[src/rtl/wots_chain_sched_if.sv]
// Chain-engine handshake bundle: the scheduler drives the request side
// (start pulse, input value, ADRS, step range) and the engine returns
// its status and result.
interface wots_chain_sched_if #(
  parameter int unsigned LOG_W   = 4,
  parameter int unsigned KEY_LEN = 256
);
  logic               ch_start;
  logic [KEY_LEN-1:0] ch_input_data;
  logic [255:0]       ch_hash_addr;
  logic [LOG_W-1:0]   ch_start_step;
  logic [LOG_W-1:0]   ch_end_step;
  logic               ch_busy;
  logic               ch_done;
  logic [KEY_LEN-1:0] ch_data_out;

  modport master (
    output ch_start, ch_input_data, ch_hash_addr, ch_start_step, ch_end_step,
    input  ch_busy, ch_done, ch_data_out
  );

  modport slave (
    input  ch_start, ch_input_data, ch_hash_addr, ch_start_step, ch_end_step,
    output ch_busy, ch_done, ch_data_out
  );
endinterface

[src/rtl/wots_chain_sched.sv]
// WOTS+ chain scheduler: walks all WOTS_LEN chains in ascending order,
// fetches source value and base-w digit, derives the step range for the
// selected operation (PKGEN / SIGN / VERIFY), runs the shared chain engine
// or bypasses it for zero-length chains, and emits one result write per chain.
module wots_chain_sched #(
  parameter int unsigned WOTS_W   = 16,
  parameter int unsigned LOG_W    = 4,
  parameter int unsigned WOTS_LEN = 67,
  parameter int unsigned IDX_W    = 7,
  parameter int unsigned KEY_LEN  = 256
) (
  input  logic                clk,
  input  logic                reset,
  input  logic                start,
  input  logic [1:0]          mode,
  input  logic [255:0]        base_addr,
  output logic [IDX_W-1:0]    src_addr,
  input  logic [KEY_LEN-1:0]  src_data,
  input  logic [LOG_W-1:0]    digit_in,
  wots_chain_sched_if.master  ch,
  output logic                res_we,
  output logic [IDX_W-1:0]    res_addr,
  output logic [KEY_LEN-1:0]  res_data,
  output logic                busy,
  output logic                done
);

  typedef enum logic [2:0] {
    S_IDLE, S_FETCH, S_LOAD, S_ISSUE, S_WAIT, S_WRITE, S_FIN
  } state_t;

  typedef enum logic [1:0] {
    M_PKGEN  = 2'b00,
    M_SIGN   = 2'b01,
    M_VERIFY = 2'b10
  } op_t;

  localparam logic [LOG_W-1:0] STEP_MAX  = LOG_W'(WOTS_W - 2);
  localparam logic [LOG_W-1:0] DIGIT_MAX = LOG_W'(WOTS_W - 1);
  localparam logic [IDX_W-1:0] LAST_IDX  = IDX_W'(WOTS_LEN - 1);
  // ADRS bits replaced per chain: [95:64] chain index, [63:32] hash index
  localparam logic [255:0]     ADRS_MASK = {160'b0, 64'hFFFF_FFFF_FFFF_FFFF, 32'b0};

  state_t             state;
  op_t                op;
  logic [255:0]       base_q;
  logic [IDX_W-1:0]   idx;

  logic [LOG_W-1:0]   ld_start;
  logic [LOG_W-1:0]   ld_end;
  logic               ld_bypass;

  // The external memories and the result port both address by the chain index.
  assign src_addr = idx;
  assign res_addr = idx;

  // Start is issued in the ISSUE cycle the engine reports idle, so the engine
  // latency L counts from this cycle and an engine chain costs 4 + L cycles.
  assign ch.ch_start = (state == S_ISSUE) && !ch.ch_busy;

  // Step range for the chain being loaded, from the digit arriving this cycle.
  always_comb begin
    ld_start  = '0;
    ld_end    = STEP_MAX;
    ld_bypass = 1'b0;
    case (op)
      M_SIGN: begin
        ld_end    = digit_in - LOG_W'(1);
        ld_bypass = (digit_in == '0);
      end
      M_VERIFY: begin
        ld_start  = digit_in;
        ld_bypass = (digit_in == DIGIT_MAX);
      end
      default: ;
    endcase
  end

  // Operation sequencer with registered engine request and result outputs.
  always_ff @(posedge clk or negedge reset) begin
    if (!reset) begin
      state            <= S_IDLE;
      op               <= M_PKGEN;
      base_q           <= '0;
      idx              <= '0;
      ch.ch_input_data <= '0;
      ch.ch_hash_addr  <= '0;
      ch.ch_start_step <= '0;
      ch.ch_end_step   <= '0;
      res_we           <= 1'b0;
      res_data         <= '0;
      busy             <= 1'b0;
      done             <= 1'b0;
    end else begin
      res_we <= 1'b0;
      done   <= 1'b0;
      case (state)
        S_IDLE: begin
          if (start) begin
            op     <= (mode == 2'b11) ? M_PKGEN : op_t'(mode);
            base_q <= base_addr;
            idx    <= '0;
            busy   <= 1'b1;
            state  <= S_FETCH;
          end
        end
        S_FETCH: begin
          state <= S_LOAD;
        end
        S_LOAD: begin
          ch.ch_input_data <= src_data;
          ch.ch_hash_addr  <= (base_q & ~ADRS_MASK) | {160'b0, 32'(idx), 64'b0};
          if (ld_bypass) begin
            res_data <= src_data;
            res_we   <= 1'b1;
            state    <= S_WRITE;
          end else begin
            ch.ch_start_step <= ld_start;
            ch.ch_end_step   <= ld_end;
            state            <= S_ISSUE;
          end
        end
        S_ISSUE: begin
          if (!ch.ch_busy) state <= S_WAIT;
        end
        S_WAIT: begin
          if (ch.ch_done) begin
            res_data <= ch.ch_data_out;
            res_we   <= 1'b1;
            state    <= S_WRITE;
          end
        end
        S_WRITE: begin
          if (idx == LAST_IDX) begin
            done  <= 1'b1;
            busy  <= 1'b0;
            state <= S_FIN;
          end else begin
            idx   <= idx + IDX_W'(1);
            state <= S_FETCH;
          end
        end
        S_FIN: begin
          state <= S_IDLE;
        end
        default: state <= S_IDLE;
      endcase
    end
  end

endmodule

[src/flat_wrapper.sv]
// flat-port wrapper written by rule: the top's interface ports become plain ports
module wots_chain_sched_flat 
#(
  parameter int unsigned WOTS_W   = 16,
  parameter int unsigned LOG_W    = 4,
  parameter int unsigned WOTS_LEN = 67,
  parameter int unsigned IDX_W    = 7,
  parameter int unsigned KEY_LEN  = 256
)
  (clk, reset, start, mode, base_addr, src_addr, src_data, digit_in, res_we, res_addr, res_data, busy, done, ch_ch_start, ch_ch_input_data, ch_ch_hash_addr, ch_ch_start_step, ch_ch_end_step, ch_ch_busy, ch_ch_done, ch_ch_data_out);
  wots_chain_sched_if #(.LOG_W(LOG_W), .KEY_LEN(KEY_LEN)) ch_i ();
  input  logic clk;
  input  logic reset;
  input  logic start;
  input  logic [1:0] mode;
  input  logic [255:0] base_addr;
  output logic [IDX_W-1:0] src_addr;
  input  logic [KEY_LEN-1:0] src_data;
  input  logic [LOG_W-1:0] digit_in;
  output logic res_we;
  output logic [IDX_W-1:0] res_addr;
  output logic [KEY_LEN-1:0] res_data;
  output logic busy;
  output logic done;
  output wire logic [$bits(ch_i.ch_start)-1:0] ch_ch_start;
  output wire logic [$bits(ch_i.ch_input_data)-1:0] ch_ch_input_data;
  output wire logic [$bits(ch_i.ch_hash_addr)-1:0] ch_ch_hash_addr;
  output wire logic [$bits(ch_i.ch_start_step)-1:0] ch_ch_start_step;
  output wire logic [$bits(ch_i.ch_end_step)-1:0] ch_ch_end_step;
  input wire logic [$bits(ch_i.ch_busy)-1:0] ch_ch_busy;
  input wire logic [$bits(ch_i.ch_done)-1:0] ch_ch_done;
  input wire logic [$bits(ch_i.ch_data_out)-1:0] ch_ch_data_out;
  assign ch_ch_start = ch_i.ch_start;
  assign ch_ch_input_data = ch_i.ch_input_data;
  assign ch_ch_hash_addr = ch_i.ch_hash_addr;
  assign ch_ch_start_step = ch_i.ch_start_step;
  assign ch_ch_end_step = ch_i.ch_end_step;
  assign ch_i.ch_busy = ch_ch_busy;
  assign ch_i.ch_done = ch_ch_done;
  assign ch_i.ch_data_out = ch_ch_data_out;
  wots_chain_sched #(.WOTS_W(WOTS_W), .LOG_W(LOG_W), .WOTS_LEN(WOTS_LEN), .IDX_W(IDX_W), .KEY_LEN(KEY_LEN)) u_core (.clk(clk), .reset(reset), .start(start), .mode(mode), .base_addr(base_addr), .src_addr(src_addr), .src_data(src_data), .digit_in(digit_in), .ch(ch_i), .res_we(res_we), .res_addr(res_addr), .res_data(res_data), .busy(busy), .done(done));
endmodule
[config.mk]
export PLATFORM = sky130hd
export DESIGN_NAME = wots_chain_sched_flat
export DESIGN_NICKNAME = d
export VERILOG_FILES = /design/src/rtl/wots_chain_sched_if.sv /design/src/rtl/wots_chain_sched.sv /design/src/flat_wrapper.sv
export SDC_FILE = /design/constraint.sdc
export NUM_CORES = 1
export LEC_CHECK = 0
export ABC_AREA = 1
export BUFFER_PORTS_ARGS = -buffer_cell sky130_fd_sc_hd__buf_2
export CAP_MARGIN = 10
export CORE_AREA = 2 2 607 609
export CTS_CLUSTER_DIAMETER = 200
export DETAILED_ROUTE_END_ITERATION = 10
export DIE_AREA = 0 0 609 611
export PLACE_DENSITY = 0.3
export SYNTH_ARGS = -nofsm -noshare
export SYNTH_HDL_FRONTEND = slang
export SYNTH_SLANG_ARGS = --single-unit
export TNS_END_PERCENT = 30
[constraint.sdc]
create_clock -name clk -period 2.3 [get_ports clk]
set_clock_uncertainty 0.05 [all_clocks]
set_input_delay 0 -clock clk [delete_from_list [all_inputs] [get_ports clk]]
set_output_delay 0 -clock clk [all_outputs]
set_load 0.01 [all_outputs]
==> results of run 1 <==
[cell type report]
| type | count | area, sq um | share of cell area |
|---|---|---|---|
| Tap cell | 4816 | 6030 | 0.0870 |
| Clock inverter | 38 | 556 | 0.00802 |
| Clock buffer | 194 | 3970 | 0.0573 |
| Multi-Input combinational cell | 2758 | 12000 | 0.173 |
| Timing Repair Buffer | 2864 | 21600 | 0.312 |
| Sequential cell | 926 | 23200 | 0.334 |
| Antenna cell | 44 | 110 | 0.00159 |
| Inverter | 478 | 1830 | 0.0264 |
[how the worst max path moves through the flow]
stage | to | start | slack, ns
global route | u_core.res_data[136] | u_core.state[0] | -0.02
detailed placement | u_core.res_data[163] | u_core.state[2] | 0.08
CTS | u_core.base_q[104] | u_core.state[2] | 0.01
finish | u_core.res_data[168] | u_core.state[0] | 0.06
floorplan | u_core.res_data[225] | u_core.op[0] | 0.56
global placement | u_core.res_data[5] | u_core.state[2] | -0.70
[cells by family (layout without fill, tap and decap cells)]
kind of cell,after synthesis,in the layout,synth area share
AOI/OAI and AO/OA,913,913,0.119
xor gates and xnor gates,2,2,0.000456
adders and majority gates,6,6,0.00195
buffers and inverters,826,3574,0.0914
DFF,926,926,0.603
other,1,101,0.0000976
and+or+nand+nor,1780,1780,0.184
[flip-flops by register name (all words and copies together), names as in the netlist]
name and cells:
u_core.ch.ch_input_data 256, u_core.res_data 256, u_core.ch.ch_hash_addr 199, u_core.base_q 192, u_core.res_addr 7, u_core.ch.ch_end_step 4
u_core.ch.ch_start_step 4, u_core.state 3, u_core.op 2, u_core.busy 1, u_core.done 1, u_core.res_we 1
[metrics by stage]
stage | cells | TNS [ns] | hold slack [ns]
after floorplan | 4510 | 0 | -0.346
after detailed placement | 10600 | 0 | 0.0571
after global routing | 12100 | -0.0187 | 0.0340
final | 12100 | 0 | 0.0698
after global placement | 10600 | -0.704 | 0.0546
after CTS | 12100 | 0 | 0.00133
[Yosys cell counts (all sizes together)]
cell | count | share of area
nor3 | 2 | 0.00055
a21oi | 2 | 0.00026
xnor2 | 2 | 0.00046
buf | 197 | 0.030
clkbuf | 151 | 0.015
or2 | 1 | 0.00016
o21ai | 910 | 0.12
nand4 | 3 | 0.00049
nand3 | 273 | 0.036
inv | 478 | 0.047
nor2 | 19 | 0.0019
nand2 | 1482 | 0.14
conb | 1 | 0.000098
o31ai | 1 | 0.00020
dfrtp | 926 | 0.60
ha | 6 | 0.0020
[where the power goes]
part	switching [W]	total [W]	internal [W]
clock	0.00883	0.0218	0.0130
sequential	0.00417	0.0280	0.0239
combinational	0.0206	0.0320	0.0114
total	0.0336	0.0819	0.0483
[worst max-delay path, delay by kind of cell (launching register included)]
kind,cells,cell delay [ns]
and+or+nand+nor,4,0.36
buffers and inverters,3,1.15
AOI/OAI and AO/OA,1,0.11
DFF,1,0.39
[per-layer routing]
layer | share of wire | track usage
met1 | 0.41 | 0.166
met3 | 0.071 | 0.0381
met4 | 0.036 | 0.0436
met5 | 0.0012 | 0
met2 | 0.48 | 0.239
[repair_timing]
item | CTS | global route
gates resized for setup | 0 | 16
buffers inserted | 0 | 7
hold buffers | 1227 | 0
hold endpoints to repair | 1652 | 0
setup endpoints to repair | 0 | 92
==> flow_metrics.env, run 1 <==
export IMPL_status="complete, no violations"
export IMPL_grt_pass1_vias=42800
export IMPL_layout_core_utilization=0.190
export IMPL_worstPathMaxFanout=15
export IMPL_max_cap_viol_count=0
export IMPL_post_route_drc_count=0
export IMPL_cellPowerDensity_mw_per_mm2=1180
export IMPL_tritoncts_clock_tree="yes"
export IMPL_slew_headroom=0.429
export IMPL_place_port_buffers=1451
export IMPL_route_detailed_wl_per_inst_um=22.2
export IMPL_die_area_sq_mm=0.372
export IMPL_syn_area_per_cell_sq_um=8.62
export IMPL_core_area_sq_mm=0.365
export IMPL_cts_made_buffers=135
export IMPL_antenna_violations_before_repair=128
export IMPL_worst_endpoint_required_ns=2.96
export IMPL_io_pins=1573
export IMPL_report_final_hold_viol_count=0
export IMPL_floorplan_initialDensity=0.105
export IMPL_drtIter0Drc=3026
export IMPL_hold_path_depth=4
export IMPL_endpoint_kind="register"
export IMPL_period_minus_slack_ns=2.24
export IMPL_detailedRoute_firstPassIterationCount=5
export IMPL_sink_count_of_the_clock_tree=926
export IMPL_worst_r2r_cell_count=8
export IMPL_timing_critical_path_cells="nor2_2, nand2_1, bufinv_16, buf_4, o21ai_0, dlygate4sd3_1, nand2_1, nand2_1"
export IMPL_min_to="u_core.ch.ch_input_data[219]"
export IMPL_timing_worst_setup_path_type="register to register"
export IMPL_layout_cells_most_common_list="sky130_fd_sc_hd__nand2_1 (1477), sky130_fd_sc_hd__buf_2 (1451), sky130_fd_sc_hd__dlygate4sd3_1 (1227)"
export IMPL_gr_total_overflow=0
export IMPL_finalNetCount=7948
export IMPL_report_final_slew_viol_count=0
export IMPL_timing_hold_worst_start="src_data[219]"
export IMPL_critical_path_slowest_cell="sky130_fd_sc_hd__dlygate4sd3_1"
export IMPL_clock_tree_buffer_depth=4
export IMPL_netlist_area_sq_mm=0.0384
export IMPL_grt_total_usage=0.139
export IMPL_number_of_setup_violations_in_the_final_report=0
export IMPL_synth_seq_cells=926
export IMPL_cell_repeated_most_along_the_worst_path="sky130_fd_sc_hd__nand2_1"
export IMPL_max_freq_mhz=447
export IMPL_floorplan_die_width_um=609
export IMPL_ir_worst_vdd_mv=0.563
export IMPL_startpoint_of_the_worst_slack_reg_to_reg_timing_path="u_core.state[0]"
export IMPL_place_gp_congestion=0.943
export IMPL_total_power_w=0.0819
export IMPL_max_stage_delay_ns=0.57
export IMPL_cts_root_buf="sky130_fd_sc_hd__clkbuf_16"
export IMPL_synth_lib_cells_used_distinct=22
export IMPL_detailedPlace_worstSlack_ns=0.0825
export IMPL_dp_final_hpwl_mm=218
export IMPL_ys_seq_area_frac=0.603
export IMPL_post_route_cells_drive_above_1_share=0.256
export IMPL_number_of_warnings_printed_during_yosys_synthesis=0
export IMPL_nFillCells=41200
export IMPL_ctsHtreeMaxLevel=4
export IMPL_drt_wl_total_mm=269
export IMPL_terminus_of_the_critical_flop_to_flop_path="u_core.res_data[168]"
export IMPL_clock_latency_ns=0.81
export IMPL_timing_final_crit_share=0.973
export IMPL_num_rows=222
export IMPL_finalInstanceArea_sq_mm=0.0693
export IMPL_die_h_um=611
export IMPL_grt_start_max_net_pins=102
export IMPL_rrSetupSlack_ns=0.06
export IMPL_arrival_worst_endpoint_ns=2.90
export IMPL_crit_path_start_kind="register"
export IMPL_postRouteAntennaNets=0
export IMPL_synth_cells=4454
export IMPL_detail_route_vias_per_cell=3.45
export IMPL_layout_commonest_cell="sky130_fd_sc_hd__nand2_1"
export IMPL_clk_pin_slew_ns=0.06
export IMPL_detailroute_via_count=41800
export IMPL_worst_min_delay_path_category="input pin to register"
export IMPL_cellLeakagePower_nw=33.6
export IMPL_placement_cell_area_sq_mm=0.0522
export IMPL_worst_slew_pin_slew_ns=0.853
export IMPL_finalWorstSetupSlack_ns=0.0625
export IMPL_area_growth_syn_to_layout_pct=80.4
export IMPL_grt_pass1_wl_mm=362
Note: power is estimated with default switching activity, not from simulation.
==> inputs of run 2 (changes only) <==
Settings changed: CTS_BUF_LIST set to sky130_fd_sc_hd__clkbuf_16.
==> flow_metrics.env, run 2 (synthesis results as in run 1) <==
export IMPL_antenna_violations_before_repair=126
export IMPL_detail_route_vias_per_cell=3.45
export IMPL_die_area_sq_mm=0.372
export IMPL_totalNegativeSetupSlack_ns=0
export IMPL_switchingPower_w=0.0336
export IMPL_hold_ws_ns=0.0693
export IMPL_slew_headroom=0.436
export IMPL_cellPowerDensity_mw_per_mm2=1170
export IMPL_worstPathMaxFanout=15
export IMPL_io_pins=1573
export IMPL_crit_path_start_kind="register"
export IMPL_area_growth_syn_to_layout_pct=79.5
export IMPL_p_int_w=0.0470
export IMPL_detailedRoute_firstPassIterationCount=6
export IMPL_timing_worst_setup_path_type="register to register"
export IMPL_grt_pass1_wl_mm=362
export IMPL_floorplan_initialDensity=0.105
export IMPL_arrival_worst_endpoint_ns=2.89
export IMPL_grt_total_usage=0.139
export IMPL_clock_latency_ns=0.81
export IMPL_core_area_sq_mm=0.365
export IMPL_clockPowerShare=0.255
export IMPL_drtIter0Drc=3067
export IMPL_place_port_buffers=1451
export IMPL_max_freq_mhz=449
export IMPL_place_gp_congestion=0.943
export IMPL_cellLeakagePower_nw=33.5
export IMPL_power_switching_fraction=0.416
export IMPL_detailroute_via_count=41800
export IMPL_post_route_drc_count=0
export IMPL_die_h_um=611
export IMPL_endpoint_kind="register"
export IMPL_cts_root_buf="sky130_fd_sc_hd__clkbuf_16"
export IMPL_placement_cell_area_sq_mm=0.0522
export IMPL_num_rows=222
export IMPL_cts_made_buffers=135
export IMPL_ir_worst_vdd_mv=0.562
export IMPL_postRouteAntennaNets=0
export IMPL_floorplan_die_width_um=609
export IMPL_nFillCells=41300
export IMPL_report_final_slew_viol_count=0
export IMPL_clock_tree_buffer_depth=4
export IMPL_drt_wl_total_mm=269
export IMPL_status="complete, no violations"
export IMPL_max_cap_viol_count=0
export IMPL_grt_start_max_net_pins=102
export IMPL_worst_min_delay_path_category="input pin to register"
export IMPL_worst_slew_pin_slew_ns=0.843
export IMPL_finalNetCount=7947
export IMPL_sink_count_of_the_clock_tree=926
export IMPL_layout_commonest_cell="sky130_fd_sc_hd__nand2_1"
export IMPL_finalInstanceArea_sq_mm=0.0689
export IMPL_route_detailed_wl_per_inst_um=22.2
export IMPL_largest_registers="u_core.ch.ch_input_data (256), u_core.res_data (256), u_core.ch.ch_hash_addr (199)"
export IMPL_grt_pass1_vias=42800
export IMPL_tritoncts_clock_tree="yes"
export IMPL_worst_endpoint_required_ns=2.96
export IMPL_ctsHtreeMaxLevel=4
export IMPL_layout_core_utilization=0.189
export IMPL_number_of_setup_violations_in_the_final_report=0
export IMPL_p_seq_frac=0.348
export IMPL_dp_final_hpwl_mm=218
export IMPL_timing_final_crit_share=0.968
export IMPL_post_route_cells_drive_above_1_share=0.251
export IMPL_gr_total_overflow=0
export IMPL_report_final_hold_viol_count=0
export IMPL_clk_pin_slew_ns=0.06
export IMPL_layout_cells_most_common_list="sky130_fd_sc_hd__nand2_1 (1477), sky130_fd_sc_hd__buf_2 (1451), sky130_fd_sc_hd__dlygate4sd3_1 (1227)"
export IMPL_period_minus_slack_ns=2.23
export IMPL_share_comb_of_total_power=0.397
run 2: changes by cell type in the layout (fill, tap and decap cells not counted), sizes merged:
cell    delta
clkbuf    -58
clkinv    +33
diode      +4
inv       +24
run 2: timing repair:
action / in CTS / in global routing
resized for setup: 0 / 16
setup buffers: 0 / 7
hold buffers: 1227 / 0
endpoints found under the hold margin: 1652 / 0
endpoints found under the setup margin: 0 / 93
run 2: layout make-up:
type                       instances  area, sq um  area share
timing repair buffer            2863        21600       0.314
clock buffer                     137         3430      0.0497
inverter                         478         1830      0.0265
multi-input combinational       2758        12000       0.174
sequential                       926        23200       0.336
clock inverter                    95          769      0.0112
antenna                           48          120     0.00174
tap                             4816         6030      0.0874
run 2: routing by layer:
| metal | GRT usage | share of wire |
|---|---|---|
| met1 | 0.166 | 0.41 |
| met2 | 0.239 | 0.49 |
| met3 | 0.0380 | 0.071 |
| met4 | 0.0421 | 0.034 |
| met5 | 0 | 0.0012 |
run 2: final timing paths:
check / startpoint / to / slack (ns) / depth (start not counted)
setup / recovery: u_core.state[0] / u_core.res_data[168] / 0.07 / 8
hold / removal: src_data[219] / u_core.ch.ch_input_data[219] / 0.07 / 4
setup reg to reg: u_core.state[0] / u_core.res_data[168] / 0.07 / 8
hold reg to reg: u_core.busy / u_core.busy / 0.42 / 2
max in group asynchronous: reset / u_core.ch.ch_input_data[4] / 0.80 / 3
min in group asynchronous: reset / u_core.ch.ch_hash_addr[234] / 0.10 / 3
run 2: worst max-delay path, cell delays in order, from the launching register on:
cell and delay (ns):
sky130_fd_sc_hd__dfrtp_1 0.39, sky130_fd_sc_hd__nor2_2 0.14, sky130_fd_sc_hd__nand2_1 0.11, sky130_fd_sc_hd__bufinv_16 0.30, sky130_fd_sc_hd__buf_4 0.27, sky130_fd_sc_hd__o21ai_0 0.11, sky130_fd_sc_hd__dlygate4sd3_1 0.57, sky130_fd_sc_hd__nand2_1 0.07
sky130_fd_sc_hd__nand2_1 0.04
run 2: metrics by stage:
| step | power (W) | setup WS, ns | cells |
|---|---|---|---|
| floorplan | 0.0409 | 0.559 | 4510 |
| global placement | 0.0584 | -0.704 | 10600 |
| detailed placement | 0.0586 | 0.0825 | 10600 |
| CTS | 0.0822 | 0.0131 | 12100 |
| global route | 0.0862 | -0.0157 | 12100 |
| finish | 0.0806 | 0.0738 | 12100 |
run 2: power groups by stage:
stage / Clock, W / Sequential (W) / Combinational (W)
final: 0.0206 / 0.0280 / 0.0320
after detailed placement: 0 / 0.0283 / 0.0303
after global routing: 0.0220 / 0.0289 / 0.0352
after global placement: 0 / 0.0282 / 0.0302
after floorplan: 0 / 0.0301 / 0.0108
after CTS: 0.0214 / 0.0281 / 0.0327
==> inputs of run 3 (changes only) <==
Settings changed: CTS_BUF_LIST sky130_fd_sc_hd__clkbuf_16 to not set, RECOVER_POWER set to 50.
==> flow_metrics.env, run 3 (synthesis results as in run 1) <==
export IMPL_route_detailed_wl_per_inst_um=22.2
export IMPL_tritoncts_clock_tree="yes"
export IMPL_rrSetupSlack_ns=0.07
export IMPL_grt_pass1_vias=42800
export IMPL_drt_wl_total_mm=270
export IMPL_terminus_of_the_critical_flop_to_flop_path="u_core.res_data[35]"
export IMPL_cts_root_buf="sky130_fd_sc_hd__clkbuf_16"
export IMPL_multiInputGateArea_sq_mm=0.0120
export IMPL_cell_repeated_most_along_the_worst_path="sky130_fd_sc_hd__nand2_1"
export IMPL_worst_slew_pin_slew_ns=1.81
export IMPL_worst_path_bufs_invs=3
export IMPL_cts_made_buffers=135
export IMPL_timing_critical_path_cells="nand2_1, bufinv_16, buf_12, buf_4, o21ai_0, nand2_1, nand2_1"
export IMPL_sink_count_of_the_clock_tree=926
export IMPL_report_final_slew_viol_count=27
export IMPL_die_h_um=611
export IMPL_max_stage_delay_ns=0.47
export IMPL_arrival_worst_endpoint_ns=2.90
export IMPL_report_final_hold_viol_count=0
export IMPL_layout_cells_most_common_list="sky130_fd_sc_hd__nand2_1 (1477), sky130_fd_sc_hd__dlygate4sd3_1 (1227), sky130_fd_sc_hd__buf_2 (1078)"
export IMPL_worstPathMaxFanout=46
export IMPL_layout_commonest_cell="sky130_fd_sc_hd__nand2_1"
export IMPL_ir_worst_vdd_mv=0.558
export IMPL_place_gp_congestion=0.943
export IMPL_worst_r2r_cell_count=7
export IMPL_core_area_sq_mm=0.365
export IMPL_violated_checks="capacitance limit, slew limit"
export IMPL_finalNetCount=7948
export IMPL_status="finished, violations left"
export IMPL_nFillCells=41400
export IMPL_detailedRoute_firstPassIterationCount=5
export IMPL_cellLeakagePower_nw=32.3
export IMPL_endpoint_kind="register"
export IMPL_gr_total_overflow=0
export IMPL_dp_final_hpwl_mm=218
export IMPL_cellPowerDensity_mw_per_mm2=1180
export IMPL_totalNegativeSetupSlack_ns=0
export IMPL_clock_latency_ns=0.81
export IMPL_grt_pass1_wl_mm=362
export IMPL_antenna_violations_before_repair=128
export IMPL_worst_endpoint_required_ns=2.97
export IMPL_worst_path_dominant_cell_family="buffers and inverters"
export IMPL_detail_route_vias_per_cell=3.45
export IMPL_timing_final_crit_share=0.971
export IMPL_regArea_sq_mm=0.0232
export IMPL_timing_worst_setup_path_type="register to register"
export IMPL_floorplan_initialDensity=0.105
export IMPL_dpl_cell_count=10600
export IMPL_drtIter0Drc=2963
export IMPL_io_pins=1573
export IMPL_max_freq_mhz=448
export IMPL_worst_min_delay_path_category="input pin to async pin"
export IMPL_critical_path_slowest_cell="sky130_fd_sc_hd__o21ai_0"
export IMPL_crit_path_start_kind="register"
export IMPL_finish_cell_count_without_fillers=12100
export IMPL_finalWorstSetupSlack_ns=0.0665
export IMPL_ctsHtreeMaxLevel=4
export IMPL_postRouteAntennaNets=0
export IMPL_floorplan_die_width_um=609
export IMPL_startpoint_of_the_worst_slack_reg_to_reg_timing_path="u_core.state[2]"
export IMPL_clk_pin_slew_ns=0.06
export IMPL_largest_registers="u_core.ch.ch_input_data (256), u_core.res_data (256), u_core.ch.ch_hash_addr (199)"
export IMPL_detailroute_via_count=41800
export IMPL_period_minus_slack_ns=2.23
export IMPL_area_growth_syn_to_layout_pct=78.7
export IMPL_max_cap_viol_count=1
export IMPL_grt_total_usage=0.139
export IMPL_place_port_buffers=1451
export IMPL_die_area_sq_mm=0.372
export IMPL_clock_tree_buffer_depth=4
export IMPL_number_of_setup_violations_in_the_final_report=0
export IMPL_num_rows=222
export IMPL_detailedPlace_worstSlack_ns=0.0825
export IMPL_post_route_cells_drive_above_1_share=0.202
export IMPL_slew_headroom=-0.209
export IMPL_grt_start_max_net_pins=102
export IMPL_post_route_drc_count=0
[run 3: area by class of cell]
type                       count  area share
sequential                   926       0.338
inverter                     478      0.0266
antenna                       47     0.00171
multi-input combinational   2758       0.174
tap                         4816      0.0878
clock buffer                 194      0.0579
clock inverter                38     0.00809
timing repair buffer        2864       0.306
[run 3: worst max path at each step]
stage	slack (ns)	endpoint	from	depth (start not counted)
2_1_floorplan	0.56	u_core.res_data[225]	u_core.op[0]	11
3_3_place_gp	-0.70	u_core.res_data[5]	u_core.state[2]	7
3_5_place_dp	0.08	u_core.res_data[163]	u_core.state[2]	6
4_1_cts	0.01	u_core.base_q[104]	u_core.state[2]	8
5_1_grt	-0.02	u_core.res_data[136]	u_core.state[0]	9
6_report	0.07	u_core.res_data[35]	u_core.state[2]	7
[run 3: layer usage]
metal | global-route usage | wire length (um) | up-vias
met5 | 0 | 325 | -
met4 | 0.0436 | 9720 | 46
met3 | 0.0381 | 19400 | 361
met2 | 0.239 | 131000 | 1544
met1 | 0.166 | 109000 | 20500
li1 | - | - | 19400
[run 3: worst register-to-register path: cells and delay by family, from the launching register on]
family	cells	cell delay [ns]
compound gates	1	0.48
buf+inv	3	0.84
flops	1	0.43
simple gates	3	0.36
[run 3: power by group]
group	leakage, nW	total (W)	switching [W]	internal (W)
logic	18.5	0.0312	0.0206	0.0106
registers	11.6	0.0281	0.00427	0.0239
clock network	2.22	0.0218	0.00882	0.0130
total	32.3	0.0811	0.0337	0.0474
[run 3: what timing repair did]
item / CTS / global route
buffers inserted: 0 / 7
hold endpoints to repair: 1652 / 0
hold buffers: 1227 / 0
gates resized for setup: 0 / 16
endpoints found under the setup margin: 0 / 92
[run 3: through the flow]
stage	hold slack (ns)	instance area, sq um	power, W	util
after floorplan	-0.346	38600	0.0409	-
after global placement	0.0546	52100	0.0584	0.143
after detailed placement	0.0571	52200	0.0586	0.143
after CTS	0.00133	69000	0.0834	0.189
after global routing	0.0340	68600	0.0867	0.188
final	0.0596	68600	0.0811	0.188
